**src/rtl/ahb_apb_bridge_p_pkg.sv**
```systemverilog
// Shared encodings and FSM state type for the parametrised AHB-Lite to APB bridge.
package ahb_apb_pkg;

    localparam logic [1:0] HTRANS_IDLE   = 2'b00;
    localparam logic [1:0] HTRANS_BUSY   = 2'b01;
    localparam logic [1:0] HTRANS_NONSEQ = 2'b10;
    localparam logic [1:0] HTRANS_SEQ    = 2'b11;

    localparam logic [1:0] HRESP_OKAY  = 2'b00;
    localparam logic [1:0] HRESP_ERROR = 2'b01;

    typedef enum logic [2:0] {
        ST_IDLE,
        ST_LATCH,
        ST_SETUP,
        ST_ACCESS,
        ST_ERR1,
        ST_ERR2
    } state_e;

    // Slave-index field width; a single slave still needs one bit.
    function automatic int idx_width(input int nslv);
        return (nslv <= 1) ? 1 : $clog2(nslv);
    endfunction

endpackage

```
**src/rtl/ahb_apb_bridge_p_if.sv**
```systemverilog
// AHB-Lite slave side and APB master side of the bridge, bundled as one interface.
interface ahb_apb_bridge_p_if #(
    parameter int ADDR_W = 32,
    parameter int DATA_W = 32,
    parameter int NSLV   = 3
);
    logic              hreadyin;
    logic [1:0]        htrans;
    logic              hwrite;
    logic [ADDR_W-1:0] haddr;
    logic [DATA_W-1:0] hwdata;
    logic              hreadyout;
    logic [1:0]        hresp;
    logic [DATA_W-1:0] hrdata;
    logic [NSLV-1:0]   psel;
    logic              penable;
    logic              pwrite;
    logic [ADDR_W-1:0] paddr;
    logic [DATA_W-1:0] pwdata;
    logic [DATA_W-1:0] prdata;
    logic              pready;
    logic              pslverr;

    // The bridge itself
    modport slave (
        input  hreadyin, htrans, hwrite, haddr, hwdata, prdata, pready, pslverr,
        output hreadyout, hresp, hrdata, psel, penable, pwrite, paddr, pwdata
    );

    // AHB master plus APB slaves surrounding the bridge
    modport master (
        output hreadyin, htrans, hwrite, haddr, hwdata, prdata, pready, pslverr,
        input  hreadyout, hresp, hrdata, psel, penable, pwrite, paddr, pwdata
    );
endinterface

```
**src/rtl/ahb_apb_decode.sv**
```systemverilog
// Combinational address decoder: bridge window match plus slave index range check.
module ahb_apb_decode
    import ahb_apb_pkg::*;
#(
    parameter int              ADDR_W    = 32,
    parameter int              NSLV      = 3,
    parameter int              SLV_SHIFT = 12,
    parameter logic [ADDR_W-1:0] BASE_ADDR = 32'h8000_0000,
    parameter int              IDX_W     = idx_width(NSLV)
) (
    input  logic [ADDR_W-1:SLV_SHIFT] haddr_hi,
    output logic                      hit,
    output logic [IDX_W-1:0]          idx
);
    localparam int TOP_LSB = SLV_SHIFT + IDX_W;

    logic upper_ok;
    logic idx_ok;

    assign idx = haddr_hi[SLV_SHIFT +: IDX_W];

    generate
        if (TOP_LSB < ADDR_W) begin : g_upper
            assign upper_ok = (haddr_hi[ADDR_W-1:TOP_LSB] == BASE_ADDR[ADDR_W-1:TOP_LSB]);
        end else begin : g_no_upper
            assign upper_ok = 1'b1;
        end

        // A power-of-two slave count leaves no unused index codes.
        if (NSLV == (1 << IDX_W)) begin : g_full_idx
            assign idx_ok = 1'b1;
        end else begin : g_part_idx
            assign idx_ok = ({1'b0, idx} < (IDX_W + 1)'(NSLV));
        end
    endgenerate

    assign hit = upper_ok & idx_ok;

endmodule

```
**src/rtl/ahb_apb_bridge_p.sv**
```systemverilog
// AHB-Lite slave to APB master bridge with wait states, slave/decode errors and access timeout.
module ahb_apb_bridge_p
    import ahb_apb_pkg::*;
#(
    parameter int              ADDR_W    = 32,
    parameter int              DATA_W    = 32,
    parameter int              NSLV      = 3,
    parameter int              SLV_SHIFT = 12,
    parameter logic [ADDR_W-1:0] BASE_ADDR = 32'h8000_0000,
    parameter int              TIMEOUT   = 16
) (
    input logic               hclk,
    input logic               hreset,
    ahb_apb_bridge_p_if.slave bus
);
    localparam int  IDX_W = idx_width(NSLV);
    localparam int  CNT_W = (TIMEOUT < 1) ? 1 : $clog2(TIMEOUT + 1);
    localparam bit  TO_EN = (TIMEOUT != 0);
    localparam logic [CNT_W-1:0] CNT_LAST = CNT_W'((TIMEOUT > 0) ? TIMEOUT - 1 : 0);

    state_e            state_q, state_d;
    logic [NSLV-1:0]   psel_q, psel_d;
    logic              penable_q, penable_d;
    logic              pwrite_q, pwrite_d;
    logic [ADDR_W-1:0] paddr_q, paddr_d;
    logic [DATA_W-1:0] pwdata_q, pwdata_d;
    logic [DATA_W-1:0] hrdata_q, hrdata_d;
    logic              hreadyout_q, hreadyout_d;
    logic [1:0]        hresp_q, hresp_d;
    logic [CNT_W-1:0]  cnt_q, cnt_d;
    logic [IDX_W-1:0]  idx_q, idx_d;

    logic              dec_hit;
    logic [IDX_W-1:0]  dec_idx;
    logic              accept;
    logic [NSLV-1:0]   sel_onehot;

    ahb_apb_decode #(
        .ADDR_W   (ADDR_W),
        .NSLV     (NSLV),
        .SLV_SHIFT(SLV_SHIFT),
        .BASE_ADDR(BASE_ADDR),
        .IDX_W    (IDX_W)
    ) u_decode (
        .haddr_hi(bus.haddr[ADDR_W-1:SLV_SHIFT]),
        .hit     (dec_hit),
        .idx     (dec_idx)
    );

    assign accept = bus.hreadyin &&
                    ((bus.htrans == HTRANS_NONSEQ) || (bus.htrans == HTRANS_SEQ));

    genvar gi;
    generate
        for (gi = 0; gi < NSLV; gi++) begin : g_sel
            assign sel_onehot[gi] = (idx_q == IDX_W'(gi));
        end
    endgenerate

    always_ff @(posedge hclk or posedge hreset) begin
        if (hreset) begin
            state_q     <= ST_IDLE;
            psel_q      <= '0;
            penable_q   <= 1'b0;
            pwrite_q    <= 1'b0;
            paddr_q     <= '0;
            pwdata_q    <= '0;
            hrdata_q    <= '0;
            hreadyout_q <= 1'b1;
            hresp_q     <= HRESP_OKAY;
            cnt_q       <= '0;
            idx_q       <= '0;
        end else begin
            state_q     <= state_d;
            psel_q      <= psel_d;
            penable_q   <= penable_d;
            pwrite_q    <= pwrite_d;
            paddr_q     <= paddr_d;
            pwdata_q    <= pwdata_d;
            hrdata_q    <= hrdata_d;
            hreadyout_q <= hreadyout_d;
            hresp_q     <= hresp_d;
            cnt_q       <= cnt_d;
            idx_q       <= idx_d;
        end
    end

    // Every output is registered, so each branch sets the values the next state presents.
    always_comb begin
        state_d     = state_q;
        psel_d      = psel_q;
        penable_d   = penable_q;
        pwrite_d    = pwrite_q;
        paddr_d     = paddr_q;
        pwdata_d    = pwdata_q;
        hrdata_d    = hrdata_q;
        hreadyout_d = hreadyout_q;
        hresp_d     = hresp_q;
        cnt_d       = cnt_q;
        idx_d       = idx_q;

        unique case (state_q)
            ST_IDLE, ST_ERR2: begin
                state_d     = ST_IDLE;
                hreadyout_d = 1'b1;
                hresp_d     = HRESP_OKAY;
                if (accept) begin
                    hreadyout_d = 1'b0;
                    if (dec_hit) begin
                        state_d  = ST_LATCH;
                        paddr_d  = bus.haddr;
                        pwrite_d = bus.hwrite;
                        idx_d    = dec_idx;
                    end else begin
                        state_d = ST_ERR1;
                        hresp_d = HRESP_ERROR;
                    end
                end
            end
            ST_LATCH: begin
                if (pwrite_q) begin
                    pwdata_d = bus.hwdata;
                end
                psel_d  = sel_onehot;
                cnt_d   = '0;
                state_d = ST_SETUP;
            end
            ST_SETUP: begin
                penable_d = 1'b1;
                state_d   = ST_ACCESS;
            end
            ST_ACCESS: begin
                if (bus.pready) begin
                    psel_d    = '0;
                    penable_d = 1'b0;
                    if (bus.pslverr) begin
                        state_d = ST_ERR1;
                        hresp_d = HRESP_ERROR;
                    end else begin
                        state_d     = ST_IDLE;
                        hreadyout_d = 1'b1;
                        if (!pwrite_q) begin
                            hrdata_d = bus.prdata;
                        end
                    end
                end else if (TO_EN && (cnt_q == CNT_LAST)) begin
                    psel_d    = '0;
                    penable_d = 1'b0;
                    state_d   = ST_ERR1;
                    hresp_d   = HRESP_ERROR;
                end else begin
                    cnt_d = cnt_q + CNT_W'(1);
                end
            end
            ST_ERR1: begin
                state_d     = ST_ERR2;
                hreadyout_d = 1'b1;
                hresp_d     = HRESP_ERROR;
            end
            default: begin
                state_d = ST_IDLE;
            end
        endcase
    end

    assign bus.psel      = psel_q;
    assign bus.penable   = penable_q;
    assign bus.pwrite    = pwrite_q;
    assign bus.paddr     = paddr_q;
    assign bus.pwdata    = pwdata_q;
    assign bus.hrdata    = hrdata_q;
    assign bus.hreadyout = hreadyout_q;
    assign bus.hresp     = hresp_q;

endmodule

```
**src/flat_wrapper.sv**
```systemverilog
// flat-port wrapper written by rule: the top's interface ports become plain ports
module ahb_apb_bridge_p_flat import ahb_apb_pkg::*;
#(
    parameter int              ADDR_W    = 32,
    parameter int              DATA_W    = 32,
    parameter int              NSLV      = 3,
    parameter int              SLV_SHIFT = 12,
    parameter logic [ADDR_W-1:0] BASE_ADDR = 32'h8000_0000,
    parameter int              TIMEOUT   = 16
)
  (hclk, hreset, bus_hreadyin, bus_htrans, bus_hwrite, bus_haddr, bus_hwdata, bus_prdata, bus_pready, bus_pslverr, bus_hreadyout, bus_hresp, bus_hrdata, bus_psel, bus_penable, bus_pwrite, bus_paddr, bus_pwdata);
  ahb_apb_bridge_p_if #(.ADDR_W(ADDR_W), .DATA_W(DATA_W), .NSLV(NSLV)) bus_i ();
  input logic hclk;
  input logic hreset;
  input wire logic [$bits(bus_i.hreadyin)-1:0] bus_hreadyin;
  input wire logic [$bits(bus_i.htrans)-1:0] bus_htrans;
  input wire logic [$bits(bus_i.hwrite)-1:0] bus_hwrite;
  input wire logic [$bits(bus_i.haddr)-1:0] bus_haddr;
  input wire logic [$bits(bus_i.hwdata)-1:0] bus_hwdata;
  input wire logic [$bits(bus_i.prdata)-1:0] bus_prdata;
  input wire logic [$bits(bus_i.pready)-1:0] bus_pready;
  input wire logic [$bits(bus_i.pslverr)-1:0] bus_pslverr;
  output wire logic [$bits(bus_i.hreadyout)-1:0] bus_hreadyout;
  output wire logic [$bits(bus_i.hresp)-1:0] bus_hresp;
  output wire logic [$bits(bus_i.hrdata)-1:0] bus_hrdata;
  output wire logic [$bits(bus_i.psel)-1:0] bus_psel;
  output wire logic [$bits(bus_i.penable)-1:0] bus_penable;
  output wire logic [$bits(bus_i.pwrite)-1:0] bus_pwrite;
  output wire logic [$bits(bus_i.paddr)-1:0] bus_paddr;
  output wire logic [$bits(bus_i.pwdata)-1:0] bus_pwdata;
  assign bus_i.hreadyin = bus_hreadyin;
  assign bus_i.htrans = bus_htrans;
  assign bus_i.hwrite = bus_hwrite;
  assign bus_i.haddr = bus_haddr;
  assign bus_i.hwdata = bus_hwdata;
  assign bus_i.prdata = bus_prdata;
  assign bus_i.pready = bus_pready;
  assign bus_i.pslverr = bus_pslverr;
  assign bus_hreadyout = bus_i.hreadyout;
  assign bus_hresp = bus_i.hresp;
  assign bus_hrdata = bus_i.hrdata;
  assign bus_psel = bus_i.psel;
  assign bus_penable = bus_i.penable;
  assign bus_pwrite = bus_i.pwrite;
  assign bus_paddr = bus_i.paddr;
  assign bus_pwdata = bus_i.pwdata;
  ahb_apb_bridge_p #(.ADDR_W(ADDR_W), .DATA_W(DATA_W), .NSLV(NSLV), .SLV_SHIFT(SLV_SHIFT), .BASE_ADDR(BASE_ADDR), .TIMEOUT(TIMEOUT)) u_core (.hclk(hclk), .hreset(hreset), .bus(bus_i));
endmodule
```
**config.mk**
```make
export PLATFORM = sky130hd
export DESIGN_NAME = ahb_apb_bridge_p_flat
export DESIGN_NICKNAME = d
export VERILOG_FILES = /design/src/rtl/ahb_apb_bridge_p_pkg.sv /design/src/rtl/ahb_apb_bridge_p_if.sv /design/src/rtl/ahb_apb_decode.sv /design/src/rtl/ahb_apb_bridge_p.sv /design/src/flat_wrapper.sv
export SDC_FILE = /design/constraint.sdc
export NUM_CORES = 1
export LEC_CHECK = 0
export BUFFER_PORTS_ARGS = -buffer_cell sky130_fd_sc_hd__buf_2
export CORE_ASPECT_RATIO = 1.25
export CORE_MARGIN = 2
export CORE_UTILIZATION = 50
export CTS_BUF_LIST = sky130_fd_sc_hd__clkbuf_8
export CTS_CLUSTER_DIAMETER = 60
export DETAILED_ROUTE_END_ITERATION = 16
export GPL_TIMING_DRIVEN = 0
export PLACE_DENSITY = 0.87
export SLEW_MARGIN = 20
export SYNTH_ARGS = -nofsm -noshare
export SYNTH_HDL_FRONTEND = slang
export SYNTH_HIERARCHICAL = 1
export SYNTH_SLANG_ARGS = --single-unit
export TNS_END_PERCENT = 50
```
**constraint.sdc**
```tcl
create_clock -name hclk -period 6.1 [get_ports hclk]
set_clock_uncertainty 0.2 [all_clocks]
set_input_delay 0.61 -clock hclk [delete_from_list [all_inputs] [get_ports hclk]]
set_output_delay 0.61 -clock hclk [all_outputs]
set_load 0.02 [all_outputs]
```
After elaboration in Yosys (flattened, before gate mapping)
Index checks and enable logic that the tools add are counted.
{ "totals": {"in_bits": 104, "regBits": 114, "output_inout_bits": 104, "wordCells": 74} }
{ "classes": {"n_bitwise": 3, "addsub": 1, "n_mux": 25, "n_reduce_logical": 16, "magnitude_cmp": 1, "n_eq_ne": 17} }
{ "op_table": {"columns": ["cell", "count"], "rows": [
  ["$mux 3", 7],
  ["$eq 18x18->1 const B", 1],
  ["$pmux 3 s5", 1],
  ["$reduce_and 3->1", 4],
  ["$mux 5", 2],
  ["$pmux 5 s2", 1],
  ["$mux 2", 4],
  ["$ne 2x2->1 const B", 4],
  ["$eq 2x2->1 const B", 3],
  ["$eq 3x2->1 const B", 2],
  ["$eq 3x3->1 const B", 2],
  ["$mux 1", 6],
  ["$pmux 2 s3", 1],
  ["$pmux 3 s2", 1],
  ["$reduce_and 2->1", 3],
  ["$add 5x1->5 const B", 1],
  ["$eq 5x4->1 const B", 1],
  ["$reduce_and 4->1", 1],
  ["$reduce_bool 2->1", 2],
  ["$eq 3x1->1 const B", 1],
  ["$logic_not 3->1", 1],
  ["$ne 3x2->1 const B", 1],
  ["$ne 3x3->1 const B", 1],
  ["$pmux 1 s3", 1],
  ["10 further kinds", 11]
]} }

Logic depth before layout (Yosys ltp)
Gate-level depths: netlist (run 1).
{ "depth": {"word_depth": 5, "depth_mapped": 6, "mapped_depth_nobuf": 6} }

Modules after synthesis
The synthesis (run 1) kept the hierarchy.
{ "modules_own_cells": {"columns": ["mod", "seq_area_each_um2", "instances", "area_each_um2", "cells_per_inst"], "rows": [
  ["ahb_apb_bridge_p", 2829.0, 1, 4642.0, 291],
  ["ahb_apb_decode", 0.0, 1, 61.3, 8]
]} }

Worst setup path before layout (run 1)
No wires, ideal clock.
{ "synth_path": {"path_kind": "input-to-reg", "startpoint": "input bus_haddr[19]", "endpoint": "register u_core.paddr_q[0], in the netlist u_core/bus.paddr[0]", "setup_slack_ns": 3.148, "stages": 6, "required_time_ns": 5.775, "path_buffers": 1, "t_arrival_ns": 2.627, "path_cell_list": "or4_1 a2111oi_0 and4_1 nor4b_4 buf_4 mux2_2"} }
{ "synth_via": {"elab_chain_len": 3} }
{ "synth_rtl": {"columns": ["item", "line", "rtl"], "rows": [
  ["start, declared", "flat_wrapper.sv:18", "input wire logic [$bits(bus_i.haddr)-1:0] bus_haddr;"],
  ["$eq 18x18->1", "ahb_apb_decode.sv:24", "assign upper_ok = (haddr_hi[ADDR_W-1:TOP_LSB] == BASE_ADDR[ADDR_W-1:TOP_LSB]);"],
  ["$and 1x1->1", "ahb_apb_decode.sv:37", "assign hit = upper_ok & idx_ok;"],
  ["named net u_core.dec_hit", "ahb_apb_bridge_p.sv:33", "logic dec_hit;"],
  ["$reduce_and 3->1 (no source line)", null, null],
  ["end signal, assigned", "ahb_apb_bridge_p.sv:78", "paddr_q <= paddr_d;"],
  ["end, declared", "ahb_apb_bridge_p.sv:25", "logic [ADDR_W-1:0] paddr_q, paddr_d;"]
]} }
The timed path passes the listed nets, and every way through them passes these cells.
A chain may end at the register's enable or synchronous reset.

Worst setup path after layout (run 1)
{ "layout_path": {"startpoint": "input bus_haddr[19]", "endpoint": "register u_core.paddr_q[13], in the netlist u_core/bus.paddr[13]"} }
Same word-level chain as after synthesis.

==> results.ini, run 1 <==
[setup_path]
worstSetupPathType = input pin to register
arrival_ps = 3430
crit_path_start_kind = input pin
crit_fanout = 10
cp_cell_sequence = buf_2 -> or4_1 -> a2111oi_0 -> and4_1 -> nor4b_4 -> buf_4 -> mux2_2
slowest_stage = nor4b_4
end_kind = register
cpPeakStageDelay_ps = 600
required_ps = 6180

[logic_synthesis]
post_synth.cell_area_avg_um2 = 15.7
synthCells = 299
ys_seq_area_share_pct = 60.1
synth_edf_count = 0
ys_ff_latch = 113
syn_area_um2 = 4700
yosys_warnings = 6
yosys_most_used_dff = dfrtp_1
synth.distinct_cells = 48
synthArstFlopShare_pct = 100
synth_fp_nets = 405

[placed_design]
placed_cell_area_um2 = 5920
io_buffer_count = 205
dp_hpwl_um = 8070
gp_congestion = 0.811

[timing]
timing.final.max_slew_violations = 0
fin_crit_sh_pct = 54.9
max_freq_mhz = 299
rsz0062_at_grt = no
setup-violations-final = 0
tns_ps = 0
hold_viol = 0
tightest_slew_ps = 682
period_minus_slack_ps = 3350
max_slew_margin_pct = 54.3

[finish]
final_nets = 630
drive_above_1_share_pct = 66.9
stdcell_area_um2 = 6330
antennaDiodeCount = 0
syn_to_final_growth_pct = 34.6

[grt]
grt_max_degree = 62
antenna_found_initial = 0
grt_pass1_vias = 3456
grt_use_total_pct = 21.9
grt-ovfl-total = 0
grt_pass1_wl_um = 17300

[floorplanning]
core_um2 = 9130
die_area_um2 = 10200
dieWidth_um = 90.8
io-pin-count = 208
dieHeight_um = 112
row_count = 39
initial_core_util_pct = 51.5

[detailed_routing]
wl_per_cell_um = 16.5
vias = 3328
dr.pass1.iters = 4
ant_nets = 0
drt-vias-per-instance = 5.04
drtIter0Drc = 139
drt_wl_total_um = 10900
drc = 0

[run_status]
status = complete, no violations

[clock_network]
clk_latency_ps = 410
cts_buffer_depth = 2
cts_root_buf = clkbuf_8
cts_tree = built
ctsHtreeMaxLevel = 4
clkSinkCount = 113
clkTransAtPathRegs_ps = 70
ctsResizeCount = 0
cts_buffers = 17
ctsHoldBuffers = 0
cts_setup_buffers = 0

[pwr]
vdd_drop_max_v = 0.000267
leakagePower_nw = 3.58
p_per_area_nw_per_um2 = 385

[worst_hold_path]
hp-class = input pin to asynchronous set/reset pin

[run]
drv_cap = 0

critical path: cells and delay by family:
| family | cells | cell delay, ps |
|---|---|---|
| AO/OA/AOI/OAI | 1 | 530 |
| buffers and inverters | 2 | 440 |
| multiplexers | 1 | 370 |
| AND/OR/NAND/NOR | 3 | 1480 |
synth_stat cells, drive strengths merged (2+ instances only):
cell    instances  share of area (%)
a22o            3               0.56
nor4b           2               0.69
nand2b          2               0.27
a21oi           2               0.21
nand2           3               0.24
nor2            4               0.32
buf            16                3.4
mux2           99                 26
nor3            2               0.21
nor4            3               0.40
inv             5               0.40
or4             3               0.48
o21ai          11                1.2
ha              2               0.53
dfrtp         112                 60
clkbuf          2               0.16
nand3           3               0.32
state kept, by name, indices dropped and copies added, names as in the netlist:
name and count:
u_core/bus.paddr 32, u_core/bus.hresp 1, u_core/bus.psel 3, u_core/bus.hrdata 32, u_core/bus.pwrite 1, u_core/idx_q 2
u_core/cnt_q 5, u_core/bus.pwdata 32, u_core/bus.penable 1, u_core/state_q 3, u_core/bus.hreadyout 1
path summary, 6_finish.rpt:
| kind | cells past startpoint | start | to | slack (ps) |
|---|---|---|---|---|
| max | 7 | bus_haddr[19] | u_core/bus.paddr[13] | 2750 |
| min | 2 | hreset | u_core/bus.paddr[6] | 30 |
| max reg2reg | 5 | u_core/state_q[0] | u_core/bus.paddr[13] | 3700 |
| min reg2reg | 1 | u_core/bus.paddr[6] | u_core/bus.paddr[6] | 300 |
| max in group asynchronous | 3 | hreset | u_core/bus.hreadyout | 4940 |
| min in group hclk | 2 | bus_haddr[6] | u_core/bus.paddr[6] | 230 |
kinds of logic (layout without fill, tap and decap cells):
family          after synthesis  in the layout  synth area share (%)
other cells                   1              1                0.0797
buf+inv                      23            261                  3.91
fa+ha+maj                     2              2                 0.532
flops                       113            113                  60.1
mux                         100            100                  26.3
xor+xnor                      1              1                 0.186
compound gates               27             27                  3.83
simple gates                 32             32                  5.00
power by group:
part | internal (mW) | switching, mW
combinational | 0.351 | 0.401
sequential | 0.894 | 0.0762
clock | 0.412 | 0.303
total | 1.66 | 0.780
cells in the final DEF, fill, tap and decap left out, drive strengths merged, types with 4 or more instances in the layout:
cell type	count
buf	222
clkbuf	20
nor2	4
mux2	99
clkinv	6
clkinvlp	5
o21ai	11
dfrtp	112
inv	5
metrics by stage:
step	setup WS (ps)	hold slack, ps	power, mW	util [%]	instances
final	2750	33.0	2.44	69.4	660
after detailed placement	2250	280	1.73	64.8	628
after CTS	2710	19.8	2.46	69.4	660
after floorplan	2300	279	1.49	-	299
after global routing	2620	49.8	2.56	69.4	660
after global placement	1290	267	1.70	64.5	627
per-layer routing:
metal  track usage (%)  up-vias  routed length (um)
met5                 0        -                   0
met4              8.00        0                 146
met2              38.5      154                5650
met3              7.52       15                 820
met1              24.8     1638                4270
li1                  -     1521                   -
cell type report:
cell class,count,area (um^2)
buffer,18,165
clock buffer,18,248
clock inverter,14,165
fill,633,2800
inverter,5,23.8
multi-input combinational,163,1690
sequential,113,2830
tap,123,154
timing repair buffer,206,1050
Note: power is estimated with default switching activity, not from simulation.
==> inputs of run 2 (changes only) <==
Settings changed: CORE_UTILIZATION 50 to 44, PLACE_DENSITY 0.87 to 0.81.
Clock period 6.1 ns to 2.92 ns, I/O delays scaled along.
==> run 2 against run 1 <==
Net effect: design area up 18%; final cell count up 18%; sequential power up 110%; critical endpoint is now u_core/bus.paddr[15].
==> results.ini, run 2 (synthesis gave the netlist of run 1 again) <==
[finish]
syn_to_final_growth_pct = 58.2
fin_cells = 777
drive_above_1_share_pct = 56.5
final_nets = 736
layout_common_cells = 208 x buf_2, 112 x dfrtp_1, 100 x dlygate4sd3_1
stdcell_area_um2 = 7440
final_common_cell = buf_2

[run]
drv_cap = 0

[pwr]
leakagePower_nw = 4.05
combPwrFrac_pct = 31.9
switching_share_pct = 31.3
vdd_drop_max_v = 0.000329
clkPwrFrac_pct = 29.9
p_switching_mw = 1.68
total_power_mw = 5.36
p_int_mw = 3.68
p_per_area_nw_per_um2 = 720
seq_power_share_pct = 38.2

[timing]
period_minus_slack_ps = 2750
worst_slack_ps = 169
hold_viol = 0
setup-violations-final = 0
fin_crit_sh_pct = 94.2
max_slew_margin_pct = 55.9
whs_ps = 58.5
rsz0062_at_grt = no
max_freq_mhz = 363
tightest_slew_ps = 660
timing.final.max_slew_violations = 0

[grt]
grt_pass1_vias = 4204
grt_max_degree = 35
antenna_found_initial = 3
grt_pass1_wl_um = 20800
grt_use_total_pct = 24.1
grt-ovfl-total = 0

[clock_network]
cts_root_buf = clkbuf_8
cts_buffers = 17
clkSinkCount = 113
cts_buffer_depth = 2
cts_tree = built
ctsHtreeMaxLevel = 4
clk_latency_ps = 410
clkTransAtPathRegs_ps = 60
ctsResizeCount = 0

[placed_design]
gp_congestion = 0.752
dp_hpwl_um = 8080
place_worst_setup_slack_ps = -406
numPlacedInstances = 639
placed_cell_area_um2 = 5970
io_buffer_count = 205

[setup_path]
arrival_ps = 2840
cpPeakStageDelay_ps = 550
crit_path_start_kind = input pin
crit_top_cell = buf_4
end_kind = register
crit_family = buffers and inverters
cp_cell_sequence = dlygate4sd3_1 -> buf_2 -> a2111oi_0 -> and4_1 -> nor4b_4 -> buf_4 -> buf_4 -> mux2_2
worstSetupPathType = input pin to register
required_ps = 3010
crit_fanout = 10
path_buf_inv = 4
r2r_setup_slack_ps = 660
slowest_stage = a2111oi_0

[floorplanning]
initial_core_util_pct = 44.8
core_um2 = 10500
dieHeight_um = 120
row_count = 42
dieWidth_um = 96.5
io-pin-count = 208
die_area_um2 = 11500

[detailed_routing]
drc = 0
vias = 3828
drt-vias-per-instance = 4.93
drt_wl_total_um = 13700
dr.pass1.iters = 4
wl_per_cell_um = 17.6
drtIter0Drc = 72
ant_nets = 0

[run_status]
status = complete, no violations

[worst_hold_path]
hp-class = input pin to register

run 2: routing by layer:
metal  global-route usage (%)  share of wire [%]  vias to the layer above
met4                     11.9                3.5                        0
met3                     7.97                7.6                       42
li1                         -                  -                     1742
met2                     42.1                 52                      193
met5                        0                  0                        -
met1                     25.2                 37                     1851
run 2: cell type report:
class                   count  area, um^2
fillers                   699        3070
flip-flops and latches    113        2830
repair buffers            312        2120
multi-input cells         163        1690
clock buffers              20         275
plain buffers              18         165
well taps                 132         165
clock inverters            11         161
inverters                   5        22.5
diodes                      3        7.51
run 2: path summary, 6_finish.rpt:
check,end,depth (start not counted),startpoint
setup / recovery,u_core/bus.paddr[15],8,bus_haddr[12]
setup reg to reg,u_core/cnt_q[3],6,u_core/cnt_q[0]
hold / removal,u_core/idx_q[1],3,bus_haddr[13]
hold reg to reg,u_core/bus.paddr[8],1,u_core/bus.paddr[8]
min in group asynchronous,u_core/bus.pwdata[6],3,hreset
max in group asynchronous,u_core/bus.hreadyout,5,hreset
run 2: per-stage QoR:
| step | setup TNS (ps) | util (%) |
|---|---|---|
| finish | 0 | 70.8 |
| global route | 0 | 70.8 |
| CTS | 0 | 70.4 |
| detailed placement | -12230 | 56.8 |
| global placement | -12730 | 56.1 |
| floorplan | 0 | - |
run 2: worst min-delay path, stage by stage:
cell    delay (ps)
buf_2          110
buf_4          100
mux2_2         130
run 2: repair_timing:
action                                  in CTS  in global routing
buffers inserted                             0                  4
endpoints found under the setup margin       0                 30
endpoints found under the hold margin      124                  0
hold buffers                               100                  0
run 2: power by group through the flow:
stage	Clock (mW)	Sequential [mW]	Combinational, mW
floorplan	0	2.35	0.769
global placement	0	2.02	1.52
detailed placement	0	2.05	1.56
CTS	1.64	2.02	1.68
global route	1.71	2.08	1.84
finish	1.60	2.05	1.71
==> inputs of run 3 (changes only) <==
Settings changed: GPL_ROUTABILITY_DRIVEN from default to 0, RECOVER_POWER from default to 50.
Clock period 2.92 ns to 2.3 ns, I/O delays scaled along.
==> run 3 against run 2 <==
Net effect: the flow now finishes with violations (negative setup slack); design area down 0.39%; combinational power up 25%; final cell count down 0.13%; setup slack worse by 190 ps; hold slack about the same; non-clock buffer count down 1; largest power group unchanged.
==> results.ini, run 3 (synthesis gave the netlist of run 1 again) <==
[finish]
drive_above_1_share_pct = 48.5
stdcell_area_um2 = 7410
final_common_cell = buf_2
final_nets = 735
syn_to_final_growth_pct = 57.6
utilization_pct = 70.5
layout_common_cells = 152 x buf_2, 112 x dfrtp_1, 100 x dlygate4sd3_1

[floorplanning]
die_area_um2 = 11500
io-pin-count = 208
row_count = 42
dieWidth_um = 96.5
initial_core_util_pct = 44.8
dieHeight_um = 120
core_um2 = 10500

[clock_network]
cts_root_buf = clkbuf_8
clkTransAtPathRegs_ps = 70
clkSinkCount = 113
cts_buffers = 17
cts_buffer_depth = 2
ctsHtreeMaxLevel = 4
cts_tree = built
clk_latency_ps = 410

[detailed_routing]
wl_per_cell_um = 17.8
drt_wl_total_um = 13800
dr.pass1.iters = 4
drtIter0Drc = 90
vias = 3838
drc = 0
ant_nets = 0
drt-vias-per-instance = 4.95

[timing]
whs_ps = 58.4
timing.final.max_slew_violations = 0
hold_viol = 0
max_slew_margin_pct = 14.7
tightest_slew_ps = 1270
fin_crit_sh_pct = 101
max_freq_mhz = 431
setup-violations-final = 14
period_minus_slack_ps = 2320
rsz0062_at_grt = yes
worst_slack_ps = -20.3

[placed_design]
io_buffer_count = 205
placed_cell_area_um2 = 5970
place_worst_setup_slack_ps = -964
dp_hpwl_um = 8080

[grt]
antenna_found_initial = 3
grt_pass1_wl_um = 20900
grt-ovfl-total = 0
grt_pass1_vias = 4239
grt_use_total_pct = 24.2
grt_max_degree = 35

[setup_path]
crit_path_start_kind = input pin
r2r_start = u_core/cnt_q[0]
r2r_cells = 6
arrival_ps = 2420
required_ps = 2400
worstSetupPathType = input pin to register
crit_fanout = 10
r2r-end = u_core/cnt_q[3]
r2r_setup_slack_ps = 110
end_kind = register

[pwr]
leakagePower_nw = 3.83
p_per_area_nw_per_um2 = 916
vdd_drop_max_v = 0.000408
total_power_mw = 6.79

[worst_hold_path]
min_from = bus_pready
hp-class = input pin to register
holdPathStages = 4
hold-path-endpoint = u_core/cnt_q[4]

[run]
drv_cap = 0

[run_status]
status = complete, but fails checks
violations = negative setup slack

## run 3: changes by cell type in the layout (fill, tap and decap cells not counted), moves of 4 or more
cell,previous run,this run
buf_4,12,7
buf_6,2,6
clkbuf_1,2,58
buf_2,208,152
## run 3: report_power, final
part | switching (mW) | total, mW | internal, mW
Sequential | 0.232 | 2.60 | 2.37
Clock | 0.789 | 2.04 | 1.25
Combinational | 1.13 | 2.14 | 1.01
Total | 2.15 | 6.79 | 4.64
## run 3: layout make-up
type                    instances  area (um^2)
clock buffers                  20          275
well taps                     132          165
fillers                       724         3100
flip-flops and latches        113         2830
inverters                       5         20.0
diodes                          3         7.51
multi-input cells             163         1740
plain buffers                  18          176
clock inverters                11          161
repair buffers                311         2040
## run 3: worst max path at each step
stage                        startpoint  cells after the start                    to  slack, ps
after floorplan           bus_haddr[19]                      6   u_core/bus.paddr[0]       -270
after global placement    bus_haddr[19]                      7  u_core/bus.paddr[11]       -970
after detailed placement  bus_haddr[19]                      7  u_core/bus.paddr[11]       -960
after CTS                 bus_haddr[30]                      8  u_core/bus.paddr[15]         20
after global routing      bus_haddr[12]                      8  u_core/bus.paddr[15]        -30
final                     bus_haddr[12]                      8  u_core/bus.paddr[30]        -20
## run 3: what timing repair did
action	CTS	global route
pin swaps	1	1
gates resized for setup	8	5
setup buffers	3	0
endpoints found under the setup margin	35	36
endpoints found under the hold margin	126	0
hold buffers	100	0
## run 3: per-layer routing
metal	share of wire (%)	routed length, um	GRT usage (%)
met5	0	0	0
met4	3.8	531	12.2
met3	7.6	1060	8.04
met2	52	7180	42.3
met1	37	5070	25.4
## run 3: through the flow
| stage | setup TNS, ps | cells |
|---|---|---|
| 5_1_grt | -437 | 776 |
| 3_5_place_dp | -32210 | 639 |
| 4_1_cts | 0 | 773 |
| 3_3_place_gp | -47620 | 636 |
| 6_report | -117 | 776 |
| 2_1_floorplan | -8480 | 299 |
## run 3: critical path, cell delays in order
cell	delay, ps
dlygate4sd3_1	550
buf_2	150
a2111oi_4	310
and4_4	290
nor4b_4	200
buf_6	170
buf_6	150
mux2_2	360
